===== config.mk =====
export PLATFORM = sky130hd
export DESIGN_NAME = rf_writeback
export DESIGN_NICKNAME = d
export VERILOG_FILES = /design/src/rtl/cpu_pkg.sv /design/src/rtl/flag_merge.sv /design/src/rtl/rf_writeback.sv
export SDC_FILE = /design/constraint.sdc
export NUM_CORES = 1
export LEC_CHECK = 0
export CAP_MARGIN = 30
export CORE_MARGIN = 2
export CORE_UTILIZATION = 50
export CTS_CLUSTER_SIZE = 10
export DETAILED_ROUTE_END_ITERATION = 8
export DONT_BUFFER_PORTS = 1
export GPL_TIMING_DRIVEN = 0
export HOLD_SLACK_MARGIN = 0.12
export PLACE_DENSITY_LB_ADDON = 0.25
export SYNTH_ARGS = -nofsm -noshare
export SYNTH_HDL_FRONTEND = slang
export SYNTH_SLANG_ARGS = --single-unit

===== constraint.sdc =====
create_clock -name clk_i -period 1.9 [get_ports clk_i]
set_clock_uncertainty 0.05 [all_clocks]
set_input_delay 0.38 -clock clk_i [delete_from_list [all_inputs] [get_ports clk_i]]
set_output_delay 0.38 -clock clk_i [all_outputs]
set_load 0.005 [all_outputs]

===== src/rtl/cpu_pkg.sv =====
// Shared CPU definitions: register ids, P flag bit positions and writeback
// FSM state/request types.
package cpu_pkg;

    localparam int unsigned BYTE     = 8;
    localparam int unsigned WORD     = 16;
    localparam int unsigned REG_ID_W = 3;

    typedef enum logic [REG_ID_W-1:0] {
        REG_A  = 3'd0,
        REG_X  = 3'd1,
        REG_Y  = 3'd2,
        REG_SP = 3'd3,
        REG_P  = 3'd4
    } reg_id_t;

    localparam int unsigned FLAG_N = 7;
    localparam int unsigned FLAG_V = 6;
    localparam int unsigned FLAG_U = 5;
    localparam int unsigned FLAG_B = 4;
    localparam int unsigned FLAG_D = 3;
    localparam int unsigned FLAG_I = 2;
    localparam int unsigned FLAG_Z = 1;
    localparam int unsigned FLAG_C = 0;

    typedef enum logic [1:0] {
        IDLE   = 2'd0,
        WR_DST = 2'd1,
        WR_P   = 2'd2
    } wb_state_t;

    typedef struct packed {
        logic            dst_en;
        reg_id_t         dst;
        logic [BYTE-1:0] data;
        logic [BYTE-1:0] mask;
        logic [BYTE-1:0] val;
    } wb_req_t;

endpackage


===== src/rtl/flag_merge.sv =====
// Merges a result's N/Z and requested C/V/I/D bits into the status register.
// Purely combinational; also used by the interrupt/PHP path.
module flag_merge
    import cpu_pkg::*;
#(
    parameter bit P_B_KEEP = 1'b1
) (
    input  logic [BYTE-1:0] i_p_old,
    input  logic [BYTE-1:0] i_data,
    input  logic [BYTE-1:0] i_mask,
    input  logic [BYTE-1:0] i_val,
    output logic [BYTE-1:0] o_p_new
);

    logic [BYTE-1:0] w_eff_val;
    logic [BYTE-1:0] w_eff_mask;

    // N/Z always derive from the result byte; bit 5 reads as 1 and is never masked in
    always_comb begin
        w_eff_val          = i_val;
        w_eff_val[FLAG_N]  = i_data[BYTE-1];
        w_eff_val[FLAG_Z]  = (i_data == '0);
        w_eff_mask         = i_mask;
        w_eff_mask[FLAG_U] = 1'b0;
        if (P_B_KEEP) begin
            w_eff_mask[FLAG_B] = 1'b0;
        end
        o_p_new         = (i_p_old & ~w_eff_mask) | (w_eff_val & w_eff_mask);
        o_p_new[FLAG_U] = 1'b1;
    end

endmodule


===== src/rtl/rf_writeback.sv =====
// Writeback stage: writes the destination register, then read-modify-writes P,
// while sharing the register file address port with decode reads.
module rf_writeback
    import cpu_pkg::*;
#(
    parameter bit P_B_KEEP = 1'b1
) (
    input  logic            clk_i,
    input  logic            rstn_i,
    input  logic            wb_valid_i,
    output logic            wb_ready_o,
    input  logic            wb_dst_en_i,
    input  reg_id_t         wb_dst_i,
    input  logic [BYTE-1:0] wb_data_i,
    input  logic [BYTE-1:0] wb_flag_mask_i,
    input  logic [BYTE-1:0] wb_flag_val_i,
    output logic            wb_done_o,
    input  reg_id_t         rd_addr_i,
    output logic [BYTE-1:0] rd_data_o,
    output logic            rd_valid_o,
    output reg_id_t         rf_addr_o,
    output logic            rf_we_o,
    output logic [WORD-1:0] rf_wdata_o,
    input  logic [WORD-1:0] rf_rdata_i
);

    wb_state_t       r_state;
    wb_state_t       w_state_nxt;
    wb_req_t         r_req;
    logic            r_done;
    logic            w_done_nxt;
    logic            w_accept;
    logic [BYTE-1:0] w_p_new;
    logic            w_unused;

    assign w_accept   = wb_valid_i & wb_ready_o;
    assign wb_done_o  = r_done;
    assign rd_data_o  = rf_rdata_i[BYTE-1:0];
    assign w_unused   = ^rf_rdata_i[WORD-1:BYTE];

    flag_merge #(
        .P_B_KEEP (P_B_KEEP)
    ) u_flag_merge (
        .i_p_old  (rf_rdata_i[BYTE-1:0]),
        .i_data   (r_req.data),
        .i_mask   (r_req.mask),
        .i_val    (r_req.val),
        .o_p_new  (w_p_new)
    );

    // State, latched request and retire pulse
    always_ff @(posedge clk_i or negedge rstn_i) begin
        if (!rstn_i) begin
            r_state <= IDLE;
            r_req   <= '0;
            r_done  <= 1'b0;
        end else begin
            r_state <= w_state_nxt;
            r_done  <= w_done_nxt;
            if (w_accept) begin
                r_req.dst_en <= wb_dst_en_i;
                r_req.dst    <= wb_dst_i;
                r_req.data   <= wb_data_i;
                r_req.mask   <= wb_flag_mask_i;
                r_req.val    <= wb_flag_val_i;
            end
        end
    end

    // Next state and register file port mux
    always_comb begin
        w_state_nxt = r_state;
        w_done_nxt  = 1'b0;
        wb_ready_o  = 1'b0;
        rd_valid_o  = 1'b0;
        rf_addr_o   = rd_addr_i;
        rf_we_o     = 1'b0;
        rf_wdata_o  = '0;
        case (r_state)
            IDLE: begin
                wb_ready_o = 1'b1;
                rd_valid_o = 1'b1;
                if (wb_valid_i) begin
                    if (wb_dst_en_i) begin
                        w_state_nxt = WR_DST;
                    end else if (wb_flag_mask_i != '0) begin
                        w_state_nxt = WR_P;
                    end else begin
                        w_done_nxt = 1'b1;
                    end
                end
            end
            WR_DST: begin
                rf_addr_o  = r_req.dst;
                rf_we_o    = 1'b1;
                rf_wdata_o = WORD'(r_req.data);
                // An explicit write to P supersedes the flag update
                if (r_req.mask != '0 && r_req.dst != REG_P) begin
                    w_state_nxt = WR_P;
                end else begin
                    w_state_nxt = IDLE;
                    w_done_nxt  = 1'b1;
                end
            end
            WR_P: begin
                rf_addr_o   = REG_P;
                rf_we_o     = 1'b1;
                rf_wdata_o  = WORD'(w_p_new);
                w_state_nxt = IDLE;
                w_done_nxt  = 1'b1;
            end
            default: begin
                w_state_nxt = IDLE;
            end
        endcase
    end

endmodule


==> metrics <==
CTS Sinks 26; CORE AREA 2730 µm²; required time of the critical path approximately 1500 ps; most used routing layer met2; final core utilization about two thirds; count of boundary I/O pins 81; top cell type's share of synthesized area around 45%; GR Layer Usage met3 between 6 and 7%; yosys warns 0; number of buffers created by CTS 3; f_max ~0.52 GHz; fin crit share 102%; Net count, final between 200 and 250; RSZ-0062 raised after global routing yes; Max-Cap Viols 0; Avg Cell Area, Syn roughly 11 µm²; initial core utilization around 52%; vias in the first global route roughly 1,100; GRT Total Usage between 10% and 20%; synth top area cells dfrtp_1, mux2_2, buf_4; Max Slew Vio Count 0; worst vdd ir around 1200 µV; die area 3310 µm²; Placer Congestion a little under 0.8; post-route ant nets 0; hold path cells 1; area delta synth->final 26.8%; CTS clk-pin slew, worst paths approximately 140 ps; reg2reg setup slack about 200 ps; layout cells sized above 1 a little under half; critical path capture point type primary output; largest net degree at the start of global routing 27; vias per cell between 5 and 6; met1 Use GR roughly 22%; worst setup margin -36.1 ps; DIE WIDTH around 58 µm; post-synthesis sequential area ratio approximately 45%; commonest non-fill, non-tap cells in the layout dfrtp_1, mux2_2, buf_4; num rows 19; initial antenna violation count 0; most common cell after layout, fill and taps aside dfrtp_1; M2 GR Usage about a third; Syn Std Cell Area around 1400 µm²; Residual DRC 0; vias post-DR roughly 1,000; Routed Wire Length 3250 µm; Final Hold Viols 0; Starting DRT DRC Count 23; GRT overflow 0; first-pass GRT wire length between 4000 and 5000 µm; CTS tree yes; Worst setup SP type flop; critical path type reg -> out; cell leakage power just over 0.8 nW; final setup vio count 2; post-synthesis cell type count 28; status finished, violations left; Setup Slack @ Placement -90.3 ps; Worst-Skew Late Latency ~320 ps; Tightest Hold Check Type in -> reg; critical path arrival 1510 ps; Cell Pwr Density about 1400 nW/µm²; reg2reg path depth 5; PortBufs 0; detailed placement HPWL 2180 µm; Clock Path Buffers 2; Synth Register Bits 26; CP Max Fanout 5; post-layout min period 1940 ps; Antenna Diode Count 0; routed len/inst 17.1 µm; Die H approximately 58 µm; First-pass DRT Iterations 4; Gate Count Post-Synth 129; area leader, netlist dfrtp_1; root buffer cell clkbuf_4; H-tree depth 1; failing checks setup timing
Yosys cell counts:
cell type / instances
dfrtp_1: 26
mux2_2: 24
buf_4: 17
nand2_1: 11
o21ai_0: 9
inv_1: 6
ha_1: 4
mux2i_1: 4
nor4_1: 4
a21oi_1: 3
buf_2: 3
nor2_1: 2
a21boi_2: 1
a22o_1: 1
a2bb2o_1: 1
a31oi_1: 1
a32o_1: 1
and2_1: 1
and2b_2: 1
and3_1: 1
conb_1: 1
nand2b_1: 1
nand3_1: 1
nor3_1: 1
nor3b_1: 1
nor4_2: 1
o21ba_2: 1
o22ai_1: 1
layer usage:
layer  part of all wire [%]  routed length [µm]
met2                     53                1740
met5                      0                   0
met1                     39                1250
met4                   0.58                  19
met3                    7.4                 239
through the flow:
| step | setup TNS [ps] | hold slack (ps) | total power [mW] | cells | area, µm² |
|---|---|---|---|---|---|
| after floorplan | 0 | 34.4 | 1.70 | 136 | 1460 |
| after global placement | -43.3 | 34.9 | 1.84 | 167 | 1500 |
| after detailed placement | -98.8 | 34.8 | 1.88 | 167 | 1500 |
| after CTS | -45.9 | 128 | 2.46 | 176 | 1660 |
| after global routing | -669 | 121 | 2.68 | 190 | 1820 |
| final | -36.6 | 147 | 2.52 | 190 | 1820 |
cell type report:
class	count	area (µm²)
fillers	227	916
multi-input cells	85	719
flip-flops and latches	26	651
repair buffers	19	196
plain buffers	19	138
well taps	31	38.8
clock inverters	1	30.0
clock buffers	3	22.5
inverters	6	22.5
critical path, stage by stage, from the launching register on:
cell and delay [ps]:
dfrtp_1 420, buf_4 160, ha_4 180, and2_4 190, a32o_2 230
registers in the layout (all words and copies together), names as in the netlist:
register,cells
r_req,23
wb_done_o,1
r_state,2
report_power, final:
group          internal [mW]  switching (mW)
clock network          0.213           0.167
registers              0.827           0.230
logic                  0.613           0.468
total                   1.65           0.865
path summary, 6_finish.rpt:
check,from,endpoint
max,r_state[0],rf_wdata_o[4]
min,wb_dst_i[1],r_req[25]
max reg2reg,r_state[0],r_req[21]
min reg2reg,r_req[0],r_req[0]
max in group asynchronous,rstn_i,wb_done_o
min in group asynchronous,rstn_i,r_req[17]
repair_timing:
action	in CTS	in global routing
endpoints found under the setup margin	11	10
resized for setup	25	7
setup buffers	3	0
hold buffers	2	14
cloned	1	0
endpoints found under the hold margin	26	14
pin swaps	3	2
cells by family after synthesis:
group	count (synthesis)	synth area share, %
muxes	28	21.6
adders and majority gates	4	3.49
other	1	0.262
DFF	26	45.4
and+or+nand+nor	25	9.16
buffers and inverters	26	11.5
AOI/OAI and AO/OA	19	8.55
(Power assumes the default switching activity.)
